`src/rtl/dip_scanner.sv`:
```
// Periodic serial reader for the DIP-switch shift register; presents the switch word in parallel.
// Optional macro DIP_SCANNER_DEBOUNCE_EN: only write a word that matches the previous raw scan.
module dip_scanner #(
    parameter int WIDTH    = 16,
    parameter int SCAN_GAP = 4
) (
    input  logic             i_CLK,
    input  logic             i_RESET,
    input  logic             i_Enable,
    input  logic             i_DIPData,
    output logic             o_DIPLatch,
    output logic [WIDTH-1:0] o_Data16,
    output logic             o_Valid,
    output logic             o_Changed,
    output logic             o_Busy
);

    localparam int BW = $clog2(WIDTH + 1);
    localparam int GW = (SCAN_GAP > 0) ? $clog2(SCAN_GAP + 1) : 1;
    localparam logic [BW-1:0] LAST_BIT = BW'(WIDTH - 1);
    localparam logic [GW-1:0] GAP_LOAD = GW'(SCAN_GAP);

    typedef enum logic [1:0] {IDLE, LOAD, SHIFT, UPDATE} state_t;

    state_t           state;
    logic [BW-1:0]    bit_cnt;
    logic [GW-1:0]    gap_cnt;
    // Only WIDTH-1 bits are stored: the final sample goes straight into the assembled word.
    logic [WIDTH-2:0] shreg;
    logic [WIDTH-1:0] word;

`ifdef DIP_SCANNER_DEBOUNCE_EN
    logic [WIDTH-1:0] raw;
    logic             raw_vld;
`endif

    assign word = {shreg, i_DIPData};

    always_ff @(posedge i_CLK or negedge i_RESET) begin
        if (!i_RESET) begin
            state      <= IDLE;
            bit_cnt    <= '0;
            gap_cnt    <= '0;
            shreg      <= '0;
            o_DIPLatch <= 1'b0;
            o_Data16   <= '0;
            o_Valid    <= 1'b0;
            o_Changed  <= 1'b0;
            o_Busy     <= 1'b0;
`ifdef DIP_SCANNER_DEBOUNCE_EN
            raw        <= '0;
            raw_vld    <= 1'b0;
`endif
        end else begin
            o_DIPLatch <= 1'b0;
            o_Valid    <= 1'b0;
            o_Changed  <= 1'b0;
            case (state)
                IDLE: begin
                    // Leaving on count 1 makes IDLE last exactly SCAN_GAP cycles after a scan.
                    if (gap_cnt <= GW'(1) && i_Enable) begin
                        state      <= LOAD;
                        gap_cnt    <= '0;
                        o_DIPLatch <= 1'b1;
                        o_Busy     <= 1'b1;
                    end else if (gap_cnt != '0) begin
                        gap_cnt <= gap_cnt - 1'b1;
                    end
                end
                LOAD: begin
                    bit_cnt <= '0;
                    state   <= SHIFT;
                end
                SHIFT: begin
                    shreg   <= word[WIDTH-2:0];
                    bit_cnt <= bit_cnt + 1'b1;
                    if (bit_cnt == LAST_BIT) begin
                        // The write is registered on the last sample so o_Valid is high during UPDATE.
                        state <= UPDATE;
`ifdef DIP_SCANNER_DEBOUNCE_EN
                        if (raw_vld && word == raw) begin
                            o_Data16  <= word;
                            o_Valid   <= 1'b1;
                            o_Changed <= (word != o_Data16);
                        end
                        raw     <= word;
                        raw_vld <= 1'b1;
`else
                        o_Data16  <= word;
                        o_Valid   <= 1'b1;
                        o_Changed <= (word != o_Data16);
`endif
                    end
                end
                UPDATE: begin
                    gap_cnt <= GAP_LOAD;
                    if (SCAN_GAP == 0 && i_Enable) begin
                        state      <= LOAD;
                        o_DIPLatch <= 1'b1;
                    end else begin
                        state  <= IDLE;
                        o_Busy <= 1'b0;
                    end
                end
                default: state <= IDLE;
            endcase
        end
    end

endmodule

```
`config.mk`:
```
export PLATFORM = sky130hd
export DESIGN_NAME = dip_scanner
export DESIGN_NICKNAME = d
export VERILOG_FILES = /design/src/rtl/dip_scanner.sv
export SDC_FILE = /design/constraint.sdc
export NUM_CORES = 1
export LEC_CHECK = 0
export BUFFER_PORTS_ARGS = -buffer_cell sky130_fd_sc_hd__buf_2
export CORE_MARGIN = 2
export CORE_UTILIZATION = 55
export CTS_CLUSTER_SIZE = 10
export DETAILED_ROUTE_END_ITERATION = 6
export PLACE_DENSITY = 0.76
export SYNTH_ARGS = -nofsm -noshare
export SYNTH_HDL_FRONTEND = slang
export SYNTH_SLANG_ARGS = --single-unit
```
`constraint.sdc`:
```
create_clock -name i_CLK -period 2.05 [get_ports i_CLK]
set_clock_uncertainty 0.1 [all_clocks]
set_input_delay 0.205 -clock i_CLK [delete_from_list [all_inputs] [get_ports i_CLK]]
set_output_delay 0.205 -clock i_CLK [all_outputs]
set_load 0.005 [all_outputs]
```
==> flow_summary.yaml, run 1 <==
outcome:
  status: "finished clean"
die:
  dieHeight_um: 65.7
  design.core.area_mm2: 0.00366
  row_count: 22
  num_io_pins: 24
  initial_core_util_pct: 57.1
  die-width_um: 65.7
  die_area_mm2: 0.00431
synthesis:
  synth_area_leader_cell: "dfrtp_1"
  synth.top_cell.area_share_pct: 53.9
  synth_common_cells: "dfrtp_1 (45), mux2_2 (31), xnor2_1 (16)"
  netlist_area_mm2: 0.00209
  synthMostInstantiatedCell: "dfrtp_1"
  synth_ff_type: "dfrtp_1"
  ys_async_sr_fraction_pct: 100
  synth_nets: 177
  synth_edf_count: 0
  synth_seq_cells: 45
  ys.warnings.count: 0
  yosysSeqAreaShare_pct: 53.9
  synthTopCellsByArea: "dfrtp_1 (54%), mux2_2 (17%), xnor2_1 (6.7%)"
  syn_area_per_cell_um2: 12.7
  syn_inst: 164
  netlist-cell-type-count: 26
setup_path:
  worst-path-max-fanout: 18
  endpoint_kind: "flop"
  critPathSlowestCell: "dfrtp_1"
  arrival_ps: 1930
  worstPathCellList: "ha_1 > and3_1 > ha_1 > nand2_4 > mux2_2"
  path_class: "reg -> reg"
  rr_endpoint: "o_Data16[1]"
  rr_startpoint: "bit_cnt[0]"
  max_stage_delay_ps: 410
  ff2ff_path_depth: 5
  cpMostUsedCell: "ha_1"
  critPathTopFamily: "adder cells"
  cp.required_ps: 2130
  cp_num_buf_inv: 0
  rrSetupSlack_ps: 200
  startpoint_type: "flop"
min_path:
  min-delay-start: "i_DIPData"
  holdPathEnd: "o_Data16[0]"
  holdPathStages: 2
  holdCritPathClass: "in -> reg"
cts:
  clk_path_buf_depth: 2
  root_buffer: "clkbuf_8"
  clkTransAtPathRegs_ps: 80
  tritoncts: "yes"
  cts_buffers: 5
  cts.htree.levels: 2
  clock_latency_ps: 290
  clock-sinks: 45
drt:
  vias_per_cell: 5.35
  drt_iter0_markers: 21
  wire_per_inst_um: 15.1
  vias: 1295
  antenna_left: 0
  drtPass1Iterations: 4
  remaining_drc_errors: 0
  drt-total-wl_mm: 3.65
global_route:
  grt-ovfl-total: 0
  antenna_found_initial: 0
  grt_usage_pct: 19.5
  grt_max_degree: 46
  first_global_vias: 1333
  grt_pass1_wl_mm: 6.24
layout:
  fin_util_pct: 64.4
  diodes: 0
  syn2layout_area_growth_pct: 12.7
  nets: 206
  fillers: 271
  drive_above_1_share_pct: 35.6
timing:
  fmax_mhz: 539
  min_period_ps: 1850
  rsz0062_at_grt: "false"
  slew_headroom_pct: 63.7
  tightest_slew_ps: 544
  hold_viol_final: 0
  finalSetupViolCount: 0
  setup_tns_ps: 0
  drv_slew: 0
  post-route-period-util_pct: 90.5
power:
  p_int_uw: 1880
  comb_power_share_pct: 36.8
  max-vdd-ir-drop_uv: 796
  power_frac_seq_pct: 45.4
  clock_power_share_pct: 17.9
  switchingPower_uw: 999
  powerDensity_mw_per_mm2: 1220
  swShare_pct: 34.7
  leakage_uw: 0.00116
place:
  io_buffers: 23
  place_hpwl_mm: 2.60
  gp_congestion: 0.726
run:
  maxCapViolations: 0
[worst max path at each step]
stage | start | to | slack, ps | cells after the start
2_1_floorplan | bit_cnt[0] | o_Data16[10] | 220 | 6
3_3_place_gp | bit_cnt[0] | o_Data16[14] | 290 | 5
3_5_place_dp | bit_cnt[0] | o_Data16[2] | 210 | 5
4_1_cts | bit_cnt[0] | o_Data16[1] | 190 | 5
5_1_grt | bit_cnt[0] | o_Data16[1] | 140 | 5
6_report | bit_cnt[0] | o_Data16[1] | 200 | 5
[metal layers]
metal	track usage (%)	share of wire (%)
met5	0	0
met4	8.59	2.1
met3	3.60	2.7
met2	33.3	52
met1	24.1	43
[per-stage QoR]
step	power [uW]	hold WS [ps]	setup WS (ps)	cells	cell area (um^2)
floorplan	2110	-191	222	164	2090
finish	2880	91.0	195	242	2360
global route	3090	92.9	137	242	2360
global placement	2300	204	289	233	2260
detailed placement	2390	215	210	233	2260
CTS	2910	85.0	188	242	2360
[what timing repair did]
item,4_1_cts,5_1_grt
hold buffers,1,0
setup buffers,0,0
endpoints found under the hold margin,45,0
resized for setup,0,0
[layout make-up]
type / count / area (um^2) / area share (%)
Sequential cell: 45 / 1130 / 47.8
Multi-Input combinational cell: 100 / 888 / 37.7
Timing Repair Buffer: 27 / 148 / 6.26
Clock buffer: 6 / 72.6 / 3.08
Tap cell: 48 / 60.1 / 2.55
Inverter: 14 / 52.6 / 2.23
Clock inverter: 2 / 10.0 / 0.425
[registers in the layout (all words and copies together) (netlist names)]
signal / count
shreg: 15
o_DIPLatch: 1
o_Changed: 1
o_Data16: 16
o_Busy: 1
bit_cnt: 5
gap_cnt: 3
o_Valid: 1
state: 2
[cell usage in the layout (no fill, tap or decap), types with 2 or more instances in the layout]
cell / Yosys / routed
dfrtp_1: 45 / 45
mux2_2: 31 / 31
buf_2: 3 / 23
xnor2_1: 16 / 16
inv_1: 14 / 14
o21ai_0: 10 / 10
ha_1: 9 / 9
nand3_1: 5 / 5
clkbuf_8: 0 / 5
nand4_1: 4 / 4
nor2_1: 4 / 4
a21oi_1: 3 / 3
buf_4: 0 / 3
and3_1: 2 / 2
and2_1: 2 / 2
nand3b_1: 2 / 2
nand2_1: 2 / 2
o32a_1: 2 / 2
clkinv_2: 0 / 2
[power groups by stage]
| stage | clock (uW) | sequential (uW) | combinational, uW |
|---|---|---|---|
| CTS | 528 | 1310 | 1070 |
| global route | 578 | 1340 | 1170 |
| floorplan | 0 | 1270 | 848 |
| finish | 515 | 1310 | 1060 |
| detailed placement | 0 | 1320 | 1060 |
| global placement | 0 | 1300 | 995 |
[cells by family after synthesis]
| kind of cell | count (synthesis) | share of synthesized area (%) |
|---|---|---|
| buffers and inverters | 19 | 3.65 |
| and+or+nand+nor | 24 | 6.58 |
| muxes | 32 | 17.4 |
| xor gates and xnor gates | 16 | 6.70 |
| DFF | 45 | 53.9 |
| AOI/OAI and AO/OA | 19 | 6.40 |
| adders and majority gates | 9 | 5.39 |
(Power assumes the default switching activity.)
==> run 2: changes to the inputs <==
--- a/config.mk
+++ b/config.mk
@@ -5,6 +5,7 @@
 export SDC_FILE = /design/constraint.sdc
 export NUM_CORES = 1
 export LEC_CHECK = 0
+export ABC_AREA = 1
 export BUFFER_PORTS_ARGS = -buffer_cell sky130_fd_sc_hd__buf_2
 export CORE_MARGIN = 2
 export CORE_UTILIZATION = 55
==> run 2 against run 1 <==
Compared with the run above:
- worst setup slack gained 7.4 ps
- largest power group unchanged
- final area rose by 2.5%
- clock-buffer cell count rose by 1
- power up 1.5%
- cell count rose by 36%
==> flow_summary.yaml, run 2 <==
outcome:
  status: "finished clean"
drt:
  vias: 1592
  drtPass1Iterations: 4
  wire_per_inst_um: 10.6
  vias_per_cell: 4.84
  antenna_left: 0
  drt-total-wl_mm: 3.47
  drt_iter0_markers: 104
  remaining_drc_errors: 0
synthesis:
  synth_seq_cells: 45
  ys.warnings.count: 0
  ys_async_sr_fraction_pct: 100
  yosysSeqAreaShare_pct: 52.7
  synthTopCellsByArea: "dfrtp_1 (53%), nand2_1 (13%), o21ai_0 (7.3%)"
  netlist_area_mm2: 0.00214
  synth-compound-area-share_pct: 9.90
  synth_nets: 265
  synth_area_leader_cell: "dfrtp_1"
  synthXorXnorAreaFrac_pct: 4.10
  synth.top_cell.area_share_pct: 52.7
  synth-simple-area-share_pct: 19.3
  netlist-cell-type-count: 21
  synth_common_cells: "nand2_1 (76), dfrtp_1 (45), inv_1 (40)"
  synth_edf_count: 0
  muxShareOfSynthArea_pct: 0
  synth_ff_type: "dfrtp_1"
  syn_area_per_cell_um2: 8.48
  synthAdderAreaFrac_pct: 5.27
  synthMostInstantiatedCell: "nand2_1"
  syn_inst: 252
  synth_top_family_by_area: "simple AND/OR/NAND/NOR gates"
cts:
  ctsHoldBuffers: 1
  tritoncts: "yes"
  root_buffer: "clkbuf_8"
  clock_latency_ps: 290
  clkTransAtPathRegs_ps: 80
  cts.htree.levels: 2
  clk_path_buf_depth: 2
  cts_resized: 0
  cts_buffers: 5
  clock-sinks: 45
  postCtsSetupRepairBufs: 0
setup_path:
  path_class: "reg -> reg"
  cp.required_ps: 2110
  worst-path-max-fanout: 34
  rrSetupSlack_ps: 200
  startpoint_type: "flop"
  arrival_ps: 1900
  endpoint_kind: "flop"
  ff2ff_path_depth: 7
power:
  max-vdd-ir-drop_uv: 789
  leakage_uw: 0.00126
  power_uw: 2920
  powerDensity_mw_per_mm2: 1210
die:
  initial_core_util_pct: 57.9
  num_io_pins: 24
  row_count: 22
  die_area_mm2: 0.00440
  die-width_um: 66.3
  dieHeight_um: 66.3
  design.core.area_mm2: 0.00369
timing:
  finalSetupViolCount: 0
  hold_viol_final: 0
  setup_tns_ps: 0
  fmax_mhz: 541
  tightest_slew_ps: 534
  holdWs_ps: 50.3
  slew_headroom_pct: 64.3
  post-route-period-util_pct: 90.1
  rsz0062_at_grt: "false"
  min_period_ps: 1850
  drv_slew: 0
layout:
  final_common_cell: "nand2_1"
  nets: 293
  diodes: 0
  largest_reg_flops: 16
  fin_util_pct: 65.5
  stdcell_area_mm2: 0.00242
  syn2layout_area_growth_pct: 13.1
  largest_registers: "o_Data16 (16), shreg (15), bit_cnt (5)"
  top_register: "o_Data16"
  layout_common_cells: "nand2_1 (76), dfrtp_1 (45), inv_1 (40)"
  drive_above_1_share_pct: 14.6
global_route:
  antenna_found_initial: 0
  grt_usage_pct: 18.7
  first_global_vias: 1530
  grt_max_degree: 35
  grt_pass1_wl_mm: 6.20
  grt-ovfl-total: 0
place:
  gp_congestion: 0.829
  place_hpwl_mm: 2.43
  place_area_mm2: 0.00230
  io_buffers: 23
min_path:
  holdPathStages: 3
  holdCritPathClass: "in -> reg"
run:
  maxCapViolations: 0
run 2: per-layer routing:
metal | up-vias | routed length [um] | global-route usage, %
li1 | 833 | - | -
met1 | 722 | 1650 | 22.6
met2 | 27 | 1610 | 30.1
met3 | 10 | 141 | 5.28
met4 | 0 | 70 | 9.95
met5 | - | 0 | 0
run 2: cell type report:
class	count	area, um^2
clock buffer	7	96.3
clock inverter	1	5.00
fill	336	1270
inverter	40	150
multi-input combinational	160	823
sequential	45	1130
tap	48	60.1
timing repair buffer	28	155
run 2: cells by family (layout without fill, tap and decap cells):
kind of cell	count (synthesis)	after routing
xor gates and xnor gates	10	10
DFF	45	45
buffers and inverters	47	76
adders and majority gates	9	9
AOI/OAI and AO/OA	40	40
and+or+nand+nor	101	101
run 2: path summary, 6_finish.rpt:
| check | startpoint | end |
|---|---|---|
| max | bit_cnt[1] | o_Data16[5] |
| min | i_DIPData | shreg[0] |
| max reg2reg | bit_cnt[1] | o_Data16[5] |
| min reg2reg | gap_cnt[2] | gap_cnt[2] |
| max in group asynchronous | i_RESET | o_Data16[4] |
| min in group asynchronous | i_RESET | bit_cnt[3] |
run 2: stage by stage:
| step | worst slack [ps] | std cells |
|---|---|---|
| 6_report | 202 | 329 |
| 5_1_grt | 7.71 | 329 |
| 4_1_cts | 188 | 329 |
| 3_5_place_dp | 250 | 320 |
| 3_3_place_gp | 301 | 320 |
| 2_1_floorplan | 542 | 252 |
run 2: power by group:
part	internal [uW]	leakage, uW	switching (uW)
clock	304	0.0000542	282
sequential	1100	0.000602	159
combinational	416	0.000604	667
run 2: critical path: stages (launching register included):
cell and delay, ps:
dfrtp_1 380, ha_1 170, inv_1 60, nor3_1 190, ha_1 200, nand2_2 320, nand2_1 180, o21ai_0 100
